**config.mk**
```make
export PLATFORM = sky130hd
export DESIGN_NAME = axi4lite_rr_arbiter_flat
export DESIGN_NICKNAME = d
export VERILOG_FILES = /design/src/rtl/axi4lite_rr_arbiter_if.sv /design/src/rtl/axi4lite_rr_arbiter.sv /design/src/flat_wrapper.sv
export SDC_FILE = /design/constraint.sdc
export NUM_CORES = 1
export LEC_CHECK = 0
export CORE_AREA = 2 2 261 263
export CTS_CLUSTER_DIAMETER = 80
export DETAILED_ROUTE_END_ITERATION = 7
export DIE_AREA = 0 0 263 265
export HOLD_SLACK_MARGIN = 0.05
export SYNTH_ARGS = -nofsm -noshare
export SYNTH_HDL_FRONTEND = slang
export SYNTH_SLANG_ARGS = --single-unit
```
**constraint.sdc**
```tcl
create_clock -name clk -period 2.4 [get_ports clk]
set_clock_uncertainty 0.15 [all_clocks]
set_input_delay 0.48 -clock clk [delete_from_list [all_inputs] [get_ports clk]]
set_output_delay 0.48 -clock clk [all_outputs]
set_load 0.03 [all_outputs]
```
**src/rtl/axi4lite_rr_arbiter_if.sv**
```systemverilog
// Purpose: bundles the N upstream AXI4-Lite master ports (s_*) and the single
// downstream slave port (m_*) of axi4lite_rr_arbiter.
// Master i occupies slice i of every s_* vector, and bit i of each s_* ready/valid.
// Modports:
//   slave  - the arbiter side (a slave to the upstream masters and the master of the downstream port)
//   master - the environment side (the upstream masters plus the downstream slave)
interface axi4lite_rr_arbiter_if #(
  parameter int unsigned N_MASTERS = 2,
  parameter int unsigned ADDR_W    = 32,
  parameter int unsigned DATA_W    = 64
);
  localparam int unsigned STRB_W = DATA_W / 8;

  // upstream (one slice per master)
  logic [N_MASTERS-1:0]        s_aw_valid, s_aw_ready;
  logic [N_MASTERS*ADDR_W-1:0] s_aw_addr;
  logic [N_MASTERS*3-1:0]      s_aw_prot;
  logic [N_MASTERS-1:0]        s_w_valid, s_w_ready;
  logic [N_MASTERS*DATA_W-1:0] s_w_data;
  logic [N_MASTERS*STRB_W-1:0] s_w_strb;
  logic [N_MASTERS-1:0]        s_b_valid, s_b_ready;
  logic [N_MASTERS*2-1:0]      s_b_resp;
  logic [N_MASTERS-1:0]        s_ar_valid, s_ar_ready;
  logic [N_MASTERS*ADDR_W-1:0] s_ar_addr;
  logic [N_MASTERS*3-1:0]      s_ar_prot;
  logic [N_MASTERS-1:0]        s_r_valid, s_r_ready;
  logic [N_MASTERS*DATA_W-1:0] s_r_data;
  logic [N_MASTERS*2-1:0]      s_r_resp;

  // downstream (single slave)
  logic              m_aw_valid, m_aw_ready;
  logic [ADDR_W-1:0] m_aw_addr;
  logic [2:0]        m_aw_prot;
  logic              m_w_valid, m_w_ready;
  logic [DATA_W-1:0] m_w_data;
  logic [STRB_W-1:0] m_w_strb;
  logic              m_b_valid, m_b_ready;
  logic [1:0]        m_b_resp;
  logic              m_ar_valid, m_ar_ready;
  logic [ADDR_W-1:0] m_ar_addr;
  logic [2:0]        m_ar_prot;
  logic              m_r_valid, m_r_ready;
  logic [DATA_W-1:0] m_r_data;
  logic [1:0]        m_r_resp;

  modport slave (
    input  s_aw_valid, s_aw_addr, s_aw_prot, s_w_valid, s_w_data, s_w_strb, s_b_ready,
           s_ar_valid, s_ar_addr, s_ar_prot, s_r_ready,
    output s_aw_ready, s_w_ready, s_b_valid, s_b_resp, s_ar_ready, s_r_valid, s_r_data, s_r_resp,
    output m_aw_valid, m_aw_addr, m_aw_prot, m_w_valid, m_w_data, m_w_strb, m_b_ready,
           m_ar_valid, m_ar_addr, m_ar_prot, m_r_ready,
    input  m_aw_ready, m_w_ready, m_b_valid, m_b_resp, m_ar_ready, m_r_valid, m_r_data, m_r_resp
  );

  modport master (
    output s_aw_valid, s_aw_addr, s_aw_prot, s_w_valid, s_w_data, s_w_strb, s_b_ready,
           s_ar_valid, s_ar_addr, s_ar_prot, s_r_ready,
    input  s_aw_ready, s_w_ready, s_b_valid, s_b_resp, s_ar_ready, s_r_valid, s_r_data, s_r_resp,
    input  m_aw_valid, m_aw_addr, m_aw_prot, m_w_valid, m_w_data, m_w_strb, m_b_ready,
           m_ar_valid, m_ar_addr, m_ar_prot, m_r_ready,
    output m_aw_ready, m_w_ready, m_b_valid, m_b_resp, m_ar_ready, m_r_valid, m_r_data, m_r_resp
  );
endinterface

```
**src/rtl/axi4lite_rr_arbiter.sv**
```systemverilog
// Purpose: shares one AXI4-Lite slave between N_MASTERS AXI4-Lite masters.
// Exactly one whole transaction (a read or a write) is in flight at a time.
// Masters are granted round-robin. The response goes back to the granted master only.
// Ports:
//   clk    - clock
//   rstn   - synchronous, active-low reset
//   io_bus - axi4lite_rr_arbiter_if.slave (s_* upstream slices, m_* downstream port)
// Configuration macro:
//   AXI4LITE_ARB_FIXED_PRIO_EN - when defined, uses fixed priority (the lowest index wins)
//   and holds rr_ptr at 0. Grant timing is the same in both modes.
module axi4lite_rr_arbiter #(
  parameter int unsigned N_MASTERS = 2,
  parameter int unsigned ADDR_W    = 32,
  parameter int unsigned DATA_W    = 64
) (
  input logic                  clk,
  input logic                  rstn,
  axi4lite_rr_arbiter_if.slave io_bus
);
  localparam int unsigned STRB_W = DATA_W / 8;
  localparam int unsigned GW     = (N_MASTERS > 2) ? 2 : 1;

  typedef enum logic [2:0] {
    ST_IDLE, ST_WR_ADDR, ST_WR_RESP, ST_RD_ADDR, ST_RD_RESP
  } state_t;

  state_t          r_state;
  logic [GW-1:0]   r_grant;
  logic [GW-1:0]   r_rr_ptr;
  logic            r_aw_done;
  logic            r_w_done;

  logic [N_MASTERS-1:0] w_wreq, w_rreq, w_req;
  logic                 w_win_any, w_win_wr;
  logic [GW-1:0]        w_win_idx, w_rr_ptr_nxt;
  logic                 w_aw_hs, w_w_hs, w_b_hs, w_ar_hs, w_r_hs;
  logic                 w_aw_done_nxt, w_w_done_nxt;

  // A write only requests once both AW and W are presented.
  assign w_wreq = io_bus.s_aw_valid & io_bus.s_w_valid;
  assign w_rreq = io_bus.s_ar_valid;
  assign w_req  = w_wreq | w_rreq;

  function automatic logic [GW-1:0] rr_idx(input logic [GW-1:0] base, input int unsigned k);
    return GW'((32'(base) + k) % N_MASTERS);
  endfunction

  // Scan from rr_ptr upward (mod N); the first requester wins, and a write beats a read.
  always_comb begin
    w_win_any = 1'b0;
    w_win_wr  = 1'b0;
    w_win_idx = '0;
    for (int unsigned k = 0; k < N_MASTERS; k++) begin
      if (!w_win_any && w_req[rr_idx(r_rr_ptr, k)]) begin
        w_win_any = 1'b1;
        w_win_idx = rr_idx(r_rr_ptr, k);
        w_win_wr  = w_wreq[rr_idx(r_rr_ptr, k)];
      end
    end
  end

`ifdef AXI4LITE_ARB_FIXED_PRIO_EN
  assign w_rr_ptr_nxt = '0;
`else
  assign w_rr_ptr_nxt = (32'(r_grant) == N_MASTERS - 1) ? '0 : r_grant + GW'(1);
`endif

  assign w_aw_hs       = io_bus.m_aw_valid & io_bus.m_aw_ready;
  assign w_w_hs        = io_bus.m_w_valid  & io_bus.m_w_ready;
  assign w_b_hs        = io_bus.m_b_valid  & io_bus.m_b_ready;
  assign w_ar_hs       = io_bus.m_ar_valid & io_bus.m_ar_ready;
  assign w_r_hs        = io_bus.m_r_valid  & io_bus.m_r_ready;
  assign w_aw_done_nxt = r_aw_done | w_aw_hs;
  assign w_w_done_nxt  = r_w_done  | w_w_hs;

  // Transaction FSM: grant, address phase(s), response phase.
  always_ff @(posedge clk) begin
    if (!rstn) begin
      r_state   <= ST_IDLE;
      r_grant   <= '0;
      r_rr_ptr  <= '0;
      r_aw_done <= 1'b0;
      r_w_done  <= 1'b0;
    end else begin
      case (r_state)
        ST_IDLE: begin
          if (w_win_any) begin
            r_grant <= w_win_idx;
            r_state <= w_win_wr ? ST_WR_ADDR : ST_RD_ADDR;
          end
        end
        ST_WR_ADDR: begin
          r_aw_done <= w_aw_done_nxt;
          r_w_done  <= w_w_done_nxt;
          if (w_aw_done_nxt && w_w_done_nxt) r_state <= ST_WR_RESP;
        end
        ST_WR_RESP: begin
          if (w_b_hs) begin
            r_state   <= ST_IDLE;
            r_rr_ptr  <= w_rr_ptr_nxt;
            r_aw_done <= 1'b0;
            r_w_done  <= 1'b0;
          end
        end
        ST_RD_ADDR: begin
          if (w_ar_hs) r_state <= ST_RD_RESP;
        end
        ST_RD_RESP: begin
          if (w_r_hs) begin
            r_state  <= ST_IDLE;
            r_rr_ptr <= w_rr_ptr_nxt;
          end
        end
        default: r_state <= ST_IDLE;
      endcase
    end
  end

  // Route the granted slice to the downstream port and back; every other slice stays quiet.
  always_comb begin
    io_bus.s_aw_ready = '0;
    io_bus.s_w_ready  = '0;
    io_bus.s_b_valid  = '0;
    io_bus.s_b_resp   = '0;
    io_bus.s_ar_ready = '0;
    io_bus.s_r_valid  = '0;
    io_bus.s_r_data   = '0;
    io_bus.s_r_resp   = '0;
    io_bus.m_aw_valid = 1'b0;
    io_bus.m_aw_addr  = '0;
    io_bus.m_aw_prot  = '0;
    io_bus.m_w_valid  = 1'b0;
    io_bus.m_w_data   = '0;
    io_bus.m_w_strb   = '0;
    io_bus.m_b_ready  = 1'b0;
    io_bus.m_ar_valid = 1'b0;
    io_bus.m_ar_addr  = '0;
    io_bus.m_ar_prot  = '0;
    io_bus.m_r_ready  = 1'b0;
    case (r_state)
      ST_WR_ADDR: begin
        if (!r_aw_done) begin
          io_bus.m_aw_valid          = io_bus.s_aw_valid[r_grant];
          io_bus.m_aw_addr           = io_bus.s_aw_addr[r_grant*ADDR_W +: ADDR_W];
          io_bus.m_aw_prot           = io_bus.s_aw_prot[r_grant*3 +: 3];
          io_bus.s_aw_ready[r_grant] = io_bus.m_aw_ready;
        end
        if (!r_w_done) begin
          io_bus.m_w_valid          = io_bus.s_w_valid[r_grant];
          io_bus.m_w_data           = io_bus.s_w_data[r_grant*DATA_W +: DATA_W];
          io_bus.m_w_strb           = io_bus.s_w_strb[r_grant*STRB_W +: STRB_W];
          io_bus.s_w_ready[r_grant] = io_bus.m_w_ready;
        end
      end
      ST_WR_RESP: begin
        io_bus.m_b_ready                 = io_bus.s_b_ready[r_grant];
        io_bus.s_b_valid[r_grant]        = io_bus.m_b_valid;
        io_bus.s_b_resp[r_grant*2 +: 2]  = io_bus.m_b_resp;
      end
      ST_RD_ADDR: begin
        io_bus.m_ar_valid          = io_bus.s_ar_valid[r_grant];
        io_bus.m_ar_addr           = io_bus.s_ar_addr[r_grant*ADDR_W +: ADDR_W];
        io_bus.m_ar_prot           = io_bus.s_ar_prot[r_grant*3 +: 3];
        io_bus.s_ar_ready[r_grant] = io_bus.m_ar_ready;
      end
      ST_RD_RESP: begin
        io_bus.m_r_ready                        = io_bus.s_r_ready[r_grant];
        io_bus.s_r_valid[r_grant]               = io_bus.m_r_valid;
        io_bus.s_r_data[r_grant*DATA_W +: DATA_W] = io_bus.m_r_data;
        io_bus.s_r_resp[r_grant*2 +: 2]         = io_bus.m_r_resp;
      end
      default: ;
    endcase
  end
endmodule

```
**src/flat_wrapper.sv**
```systemverilog
// flat-port wrapper written by rule: the top's interface ports become plain ports
module axi4lite_rr_arbiter_flat 
#(
  parameter int unsigned N_MASTERS = 2,
  parameter int unsigned ADDR_W    = 32,
  parameter int unsigned DATA_W    = 64
)
  (clk, rstn, io_bus_s_aw_valid, io_bus_s_aw_addr, io_bus_s_aw_prot, io_bus_s_w_valid, io_bus_s_w_data, io_bus_s_w_strb, io_bus_s_b_ready, io_bus_s_ar_valid, io_bus_s_ar_addr, io_bus_s_ar_prot, io_bus_s_r_ready, io_bus_s_aw_ready, io_bus_s_w_ready, io_bus_s_b_valid, io_bus_s_b_resp, io_bus_s_ar_ready, io_bus_s_r_valid, io_bus_s_r_data, io_bus_s_r_resp, io_bus_m_aw_valid, io_bus_m_aw_addr, io_bus_m_aw_prot, io_bus_m_w_valid, io_bus_m_w_data, io_bus_m_w_strb, io_bus_m_b_ready, io_bus_m_ar_valid, io_bus_m_ar_addr, io_bus_m_ar_prot, io_bus_m_r_ready, io_bus_m_aw_ready, io_bus_m_w_ready, io_bus_m_b_valid, io_bus_m_b_resp, io_bus_m_ar_ready, io_bus_m_r_valid, io_bus_m_r_data, io_bus_m_r_resp);
  axi4lite_rr_arbiter_if #(.N_MASTERS(N_MASTERS), .ADDR_W(ADDR_W), .DATA_W(DATA_W)) io_bus_i ();
  input logic clk;
  input logic rstn;
  input wire logic [$bits(io_bus_i.s_aw_valid)-1:0] io_bus_s_aw_valid;
  input wire logic [$bits(io_bus_i.s_aw_addr)-1:0] io_bus_s_aw_addr;
  input wire logic [$bits(io_bus_i.s_aw_prot)-1:0] io_bus_s_aw_prot;
  input wire logic [$bits(io_bus_i.s_w_valid)-1:0] io_bus_s_w_valid;
  input wire logic [$bits(io_bus_i.s_w_data)-1:0] io_bus_s_w_data;
  input wire logic [$bits(io_bus_i.s_w_strb)-1:0] io_bus_s_w_strb;
  input wire logic [$bits(io_bus_i.s_b_ready)-1:0] io_bus_s_b_ready;
  input wire logic [$bits(io_bus_i.s_ar_valid)-1:0] io_bus_s_ar_valid;
  input wire logic [$bits(io_bus_i.s_ar_addr)-1:0] io_bus_s_ar_addr;
  input wire logic [$bits(io_bus_i.s_ar_prot)-1:0] io_bus_s_ar_prot;
  input wire logic [$bits(io_bus_i.s_r_ready)-1:0] io_bus_s_r_ready;
  output wire logic [$bits(io_bus_i.s_aw_ready)-1:0] io_bus_s_aw_ready;
  output wire logic [$bits(io_bus_i.s_w_ready)-1:0] io_bus_s_w_ready;
  output wire logic [$bits(io_bus_i.s_b_valid)-1:0] io_bus_s_b_valid;
  output wire logic [$bits(io_bus_i.s_b_resp)-1:0] io_bus_s_b_resp;
  output wire logic [$bits(io_bus_i.s_ar_ready)-1:0] io_bus_s_ar_ready;
  output wire logic [$bits(io_bus_i.s_r_valid)-1:0] io_bus_s_r_valid;
  output wire logic [$bits(io_bus_i.s_r_data)-1:0] io_bus_s_r_data;
  output wire logic [$bits(io_bus_i.s_r_resp)-1:0] io_bus_s_r_resp;
  output wire logic [$bits(io_bus_i.m_aw_valid)-1:0] io_bus_m_aw_valid;
  output wire logic [$bits(io_bus_i.m_aw_addr)-1:0] io_bus_m_aw_addr;
  output wire logic [$bits(io_bus_i.m_aw_prot)-1:0] io_bus_m_aw_prot;
  output wire logic [$bits(io_bus_i.m_w_valid)-1:0] io_bus_m_w_valid;
  output wire logic [$bits(io_bus_i.m_w_data)-1:0] io_bus_m_w_data;
  output wire logic [$bits(io_bus_i.m_w_strb)-1:0] io_bus_m_w_strb;
  output wire logic [$bits(io_bus_i.m_b_ready)-1:0] io_bus_m_b_ready;
  output wire logic [$bits(io_bus_i.m_ar_valid)-1:0] io_bus_m_ar_valid;
  output wire logic [$bits(io_bus_i.m_ar_addr)-1:0] io_bus_m_ar_addr;
  output wire logic [$bits(io_bus_i.m_ar_prot)-1:0] io_bus_m_ar_prot;
  output wire logic [$bits(io_bus_i.m_r_ready)-1:0] io_bus_m_r_ready;
  input wire logic [$bits(io_bus_i.m_aw_ready)-1:0] io_bus_m_aw_ready;
  input wire logic [$bits(io_bus_i.m_w_ready)-1:0] io_bus_m_w_ready;
  input wire logic [$bits(io_bus_i.m_b_valid)-1:0] io_bus_m_b_valid;
  input wire logic [$bits(io_bus_i.m_b_resp)-1:0] io_bus_m_b_resp;
  input wire logic [$bits(io_bus_i.m_ar_ready)-1:0] io_bus_m_ar_ready;
  input wire logic [$bits(io_bus_i.m_r_valid)-1:0] io_bus_m_r_valid;
  input wire logic [$bits(io_bus_i.m_r_data)-1:0] io_bus_m_r_data;
  input wire logic [$bits(io_bus_i.m_r_resp)-1:0] io_bus_m_r_resp;
  assign io_bus_i.s_aw_valid = io_bus_s_aw_valid;
  assign io_bus_i.s_aw_addr = io_bus_s_aw_addr;
  assign io_bus_i.s_aw_prot = io_bus_s_aw_prot;
  assign io_bus_i.s_w_valid = io_bus_s_w_valid;
  assign io_bus_i.s_w_data = io_bus_s_w_data;
  assign io_bus_i.s_w_strb = io_bus_s_w_strb;
  assign io_bus_i.s_b_ready = io_bus_s_b_ready;
  assign io_bus_i.s_ar_valid = io_bus_s_ar_valid;
  assign io_bus_i.s_ar_addr = io_bus_s_ar_addr;
  assign io_bus_i.s_ar_prot = io_bus_s_ar_prot;
  assign io_bus_i.s_r_ready = io_bus_s_r_ready;
  assign io_bus_s_aw_ready = io_bus_i.s_aw_ready;
  assign io_bus_s_w_ready = io_bus_i.s_w_ready;
  assign io_bus_s_b_valid = io_bus_i.s_b_valid;
  assign io_bus_s_b_resp = io_bus_i.s_b_resp;
  assign io_bus_s_ar_ready = io_bus_i.s_ar_ready;
  assign io_bus_s_r_valid = io_bus_i.s_r_valid;
  assign io_bus_s_r_data = io_bus_i.s_r_data;
  assign io_bus_s_r_resp = io_bus_i.s_r_resp;
  assign io_bus_m_aw_valid = io_bus_i.m_aw_valid;
  assign io_bus_m_aw_addr = io_bus_i.m_aw_addr;
  assign io_bus_m_aw_prot = io_bus_i.m_aw_prot;
  assign io_bus_m_w_valid = io_bus_i.m_w_valid;
  assign io_bus_m_w_data = io_bus_i.m_w_data;
  assign io_bus_m_w_strb = io_bus_i.m_w_strb;
  assign io_bus_m_b_ready = io_bus_i.m_b_ready;
  assign io_bus_m_ar_valid = io_bus_i.m_ar_valid;
  assign io_bus_m_ar_addr = io_bus_i.m_ar_addr;
  assign io_bus_m_ar_prot = io_bus_i.m_ar_prot;
  assign io_bus_m_r_ready = io_bus_i.m_r_ready;
  assign io_bus_i.m_aw_ready = io_bus_m_aw_ready;
  assign io_bus_i.m_w_ready = io_bus_m_w_ready;
  assign io_bus_i.m_b_valid = io_bus_m_b_valid;
  assign io_bus_i.m_b_resp = io_bus_m_b_resp;
  assign io_bus_i.m_ar_ready = io_bus_m_ar_ready;
  assign io_bus_i.m_r_valid = io_bus_m_r_valid;
  assign io_bus_i.m_r_data = io_bus_m_r_data;
  assign io_bus_i.m_r_resp = io_bus_m_r_resp;
  axi4lite_rr_arbiter #(.N_MASTERS(N_MASTERS), .ADDR_W(ADDR_W), .DATA_W(DATA_W)) u_core (.clk(clk), .rstn(rstn), .io_bus(io_bus_i));
endmodule
```
# Yosys cells after proc, flatten, opt, wreduce, memory -nomap -nowiden
# Cells that the tools add are included.
[word_totals] reg_bits=7 latch_bits=0 mem_bits_rw=0 mem_bits_ro=0 in_bits=369 out_inout_bits=293 wordCells=129 n_memories=0
[op_classes] addsub=4 mul=1 div=0 n_lt_le_gt_ge=4 n_eq_ne=9 n_shift=11 mux=67 bitwise=17 reduce_logical=11
[ops] cell="$and 128x128->128" n=1
[ops] cell="$mux 128" n=1
[ops] cell="$mux 64" n=2
[ops] cell="$shift 64x34->128 const A" n=1
[ops] cell="$shiftx 128x8->64" n=1
[ops] cell="$shiftx 64x34->128" n=1
[ops] cell="$shiftx 64x7->32" n=2
[ops] cell="$mux 32" n=3
[ops] cell="$shiftx 2x34->4" n=2
[ops] cell="$mux 1" n=36
[ops] cell="$neg 2->34" n=1
[ops] cell="$neg 7->34" n=1
[ops] cell="$shift 2x34->4 const A" n=1
[ops] cell="$mux 3" n=8
[ops] cell="$mux 2" n=8
[ops] cell="$mux 8" n=2
[ops] cell="$shiftx 16x5->8" n=1
[ops] cell="$pmux 3 s5" n=1
[ops] cell="$and 2x2->2" n=6
[ops] cell="$shiftx 6x4->3" n=2
[ops] cell="$ne 2x1->1 const B" n=5
[ops] cell="$and 4x4->4" n=2
[ops] cell="$mux 4" n=2
[ops] cell="$eq 3x2->1 const B" n=2
[ops] cell="18 further kinds" n=32

# Longest topological paths before layout
[depth] word_depth=11 mapped_depth=7

# Worst setup path after synthesis
# Ideal clock, no wire load.
[synth_path] path_type="reg-to-output" start="register u_core.r_state[1]" end="output port io_bus_m_aw_addr[10]" arrival_ns=1.803 required_ns=1.770 setup_slack_ns=-0.033 path_stages_with_launch=7 n_path_buf=3 path_cell_list="dfxtp_1 > buf_6 > or3b_4 > or2_2 > buf_4 > buf_6 > nor2_1"
[synth_via] elab_chain_len=2
[synth_lines] element="from (decl)" line_no="axi4lite_rr_arbiter.sv:27" source="state_t r_state;"
[synth_lines] element="from (signal assigned)" line_no="axi4lite_rr_arbiter.sv:89" source="r_state <= w_win_wr ? ST_WR_ADDR : ST_RD_ADDR;"
[synth_lines] element="$eq 3x1->1" line_no="axi4lite_rr_arbiter.sv:140" source="case (r_state)"
[synth_lines] element="$mux 32" line_no="axi4lite_rr_arbiter.sv:140"
[synth_lines] element="to (decl)" line_no="flat_wrapper.sv:32" source="output wire logic [$bits(io_bus_i.m_aw_addr)-1:0] io_bus_m_aw_addr;"
# No other way between the ends.

# Worst setup path after layout
[layout_path] start="register u_core.r_state[1]" end="output port io_bus_m_w_data[53]"
[layout_via] elab_chain_len=2
[layout_lines] element="$eq 3x1->1" line_no="axi4lite_rr_arbiter.sv:140"
[layout_lines] element="$mux 64" line_no="axi4lite_rr_arbiter.sv:140"
[layout_lines] element="to (decl)" line_no="flat_wrapper.sv:35" source="output wire logic [$bits(io_bus_i.m_w_data)-1:0] io_bus_m_w_data;"
# No other way between the ends.

==> run_results.csv <==
group,metric,value,unit
yosys,synth_edf_count,0,
power,power.ir.vdd_worst,0.306,mV
clocking,clk-insertion-delay-late,0.23,ns
finish,drive_gt1_share,49.0,%
yosys,syn-cell-area,0.00374,sq mm
clocking,clock_path_buffers,2,
sta,timing_max_transition_violations_final,0,
yosys,synth_nets,916,
worst_setup_path,timing.critical_path.fanout_max,8,
yosys,synthMostInstantiatedCell,"nor2_1",
yosys,synth_top_flop_cell,"dfxtp_1",
floorplan,fp.dieArea,0.0697,sq mm
status,failed_checks,"negative setup slack",
yosys,share_of_the_synthesized_area_in_the_top_cell_type,38.8,%
floorplan,die_width,263,um
yosys,cell_types_with_the_highest_counts_after_synthesis,"nor2_1 (148), mux2i_1 (145), and2_1 (137)",
yosys,syn_avg_cell_area,6.84,sq um
worst_setup_path,crit_arrival,1.87,ns
clocking,path_clk_slew,0.04,ns
floorplan,floorplan.core_area,0.0668,sq mm
worst_setup_path,worst_setup_path_start_kind,"register",
clocking,clk_root_buffer_cell,"clkbuf_16",
floorplan,floorplan.die.height,265,um
placed_design,postPlaceCellArea,0.0125,sq mm
finish,stdcell_area,0.0148,sq mm
yosys,netlist-cell-type-count,39,
clocking,tritoncts.num_buffers,3,
power,leakagePower,5.60,nW
power,power_dens_cells,601,mW/mm^2
grt,grt_first_pass_wirelength,58100,um
sta,worst_slew_pin_slew,0.702,ns
sta,min_period,2.50,ns
sta,rsz0062_at_grt,"true",
clocking,clock_sinks,7,
status,run_status,"finished with violations",
finish,syn_to_final_growth,295,%
worst_setup_path,crit_type,"reg2out",
routing,vias_per_cell,3.36,
routing,detailedRoute.firstIterationViolations,271,
finish,fin_nets,1605,
yosys,synth.top_cells.by_area,"mux2i_1 (39%), and2_1 (23%), nor2_1 (15%), dfxtp_1 (3.7%), buf_6 (3.6%)",
yosys,synth_top_cell_by_area,"mux2i_1",
clocking,cts-hold-fix-buffers,0,
grt,gr_usage_total,12.0,%
job,maxCapViolCount,0,
placed_design,placement.io_buffers,661,
yosys,sequential_area_share_after_synthesis,3.74,%
routing,avgRoutedWirePerCell,24.0,um
yosys,postSynth.asyncResetShare,0,%
placed_design,detailedPlacementHpwl,38200,um
placed_design,post-place-cells,2072,
sta,finalHoldViolations,0,
grt,grt_pass1_vias,7167,
grt,total_grt_overflow,0,
yosys,synth-seq-cells,7,
sta,report.final.setup_viol,203,
floorplan,initial_utilization,5.60,%
routing,wirelength,50600,um
routing,vias,7102,
grt,grt_max_degree,41,
floorplan,fp-row-count,95,
worst_setup_path,cp_data_required_time,1.77,ns
yosys,number_of_instances_in_the_synthesized_netlist,547,
sta,timing.final.ws_setup,-0.104,ns
floorplan,ios,662,
sta,fmax,399,MHz
yosys,ys_warn_count,0,
sta,post-route-period-util,104,%
routing,detail-route-antenna-nets,0,
grt,number_of_antenna_violations_at_the_first_check_in_global_routing,14,
routing,drt_drc_violations_left,0,
routing,detail_route.first_pass.iterations,4,
clocking,htree_levels,1,
worst_setup_path,crit_path_end_kind,"output port",
clocking,cts_tree,"yes",
min_path,hold_class,"reg2reg",
finish,finish.cell_count_without_fillers,2111,
sta,slew_headroom,53.2,%
placed_design,gpl.final_weighted_congestion,0.854,
area by class of cell:
cell class	instances	area (sq um)
antenna	3	7.51
multi-input combinational	489	4390
clock buffer	4	78.8
sequential	7	148
timing repair buffer	733	9070
inverter	2	7.51
tap	873	1090
fill	7137	52000
cells by family after synthesis:
kind of cell	synth area share, %
AOI/OAI and AO/OA	4.31
buffers and inverters	8.83
DFF	3.74
muxes	39.4
and+or+nand+nor	43.7
worst paths after layout:
path,start,to,slack (ns),cells past startpoint
setup / recovery,u_core.r_state[1],io_bus_m_w_data[53],-0.10,6
hold / removal,u_core.r_rr_ptr,u_core.r_rr_ptr,0.45,1
setup reg to reg,u_core.r_grant,u_core.r_state[1],0.34,5
hold reg to reg,u_core.r_rr_ptr,u_core.r_rr_ptr,0.45,1
repair_timing:
| item | 4_1_cts | 5_1_grt |
|---|---|---|
| gates cloned | 5 | 23 |
| pin swaps | 10 | 75 |
| endpoints found under the setup margin | 242 | 239 |
| buffers inserted | 5 | 0 |
| resized for setup | 173 | 276 |
sequential cells by signal, summed over array words and instances (netlist names):
signal            flops
u_core.r_state        3
u_core.r_rr_ptr       1
u_core.r_aw_done      1
u_core.r_grant        1
u_core.r_w_done       1
layer usage:
metal	global-route usage, %	share of wire, %	up-vias
met5	0	0.10	-
met4	1.50	1.3	8
met3	3.70	8.8	41
met2	22.3	51	503
met1	13.7	39	3348
li1	-	-	3202
cells in the final DEF (no fill, tap or decap), types with 8 or more instances in the layout:
| cell | instances |
|---|---|
| mux2i_1 | 131 |
| buf_12 | 140 |
| nor2_4 | 87 |
| clkdlybuf4s50_1 | 367 |
| clkbuf_16 | 18 |
| and3_1 | 14 |
| nor2_1 | 49 |
| buf_4 | 77 |
| mux2i_4 | 10 |
| and2_1 | 27 |
| buf_6 | 124 |
| nor2_2 | 14 |
| and2_4 | 110 |
| buf_16 | 8 |
critical path: stages (launching register included):
cell and delay, ns:
dfxtp_2 0.32, or3b_4 0.45, or2_4 0.37, buf_12 0.19, nor2_4 0.09, buf_6 0.11
buf_12 0.11
where the power goes:
| group | switching (mW) | total, mW | internal, mW |
|---|---|---|---|
| logic | 4.48 | 8.42 | 3.94 |
| clock network | 0.0677 | 0.289 | 0.221 |
| registers | 0.0336 | 0.183 | 0.149 |
| total | 4.58 | 8.89 | 4.31 |
per-stage QoR:
stage / hold WS [ns] / power [mW] / TNS, ns / setup slack, ns / util (%)
2_1_floorplan: 0.362 / 3.20 / -2.58 / -0.0329 / -
3_3_place_gp: 0.422 / 6.87 / -1.35 / -0.257 / 18.7
3_5_place_dp: 0.435 / 6.89 / -1.02 / -0.204 / 18.7
4_1_cts: 0.443 / 7.70 / -8.41 / -0.118 / 20.0
5_1_grt: 0.470 / 9.28 / -19.58 / -0.158 / 22.1
6_report: 0.453 / 8.89 / -9.20 / -0.104 / 22.1
No activity file was read; power rests on OpenSTA's default activity.
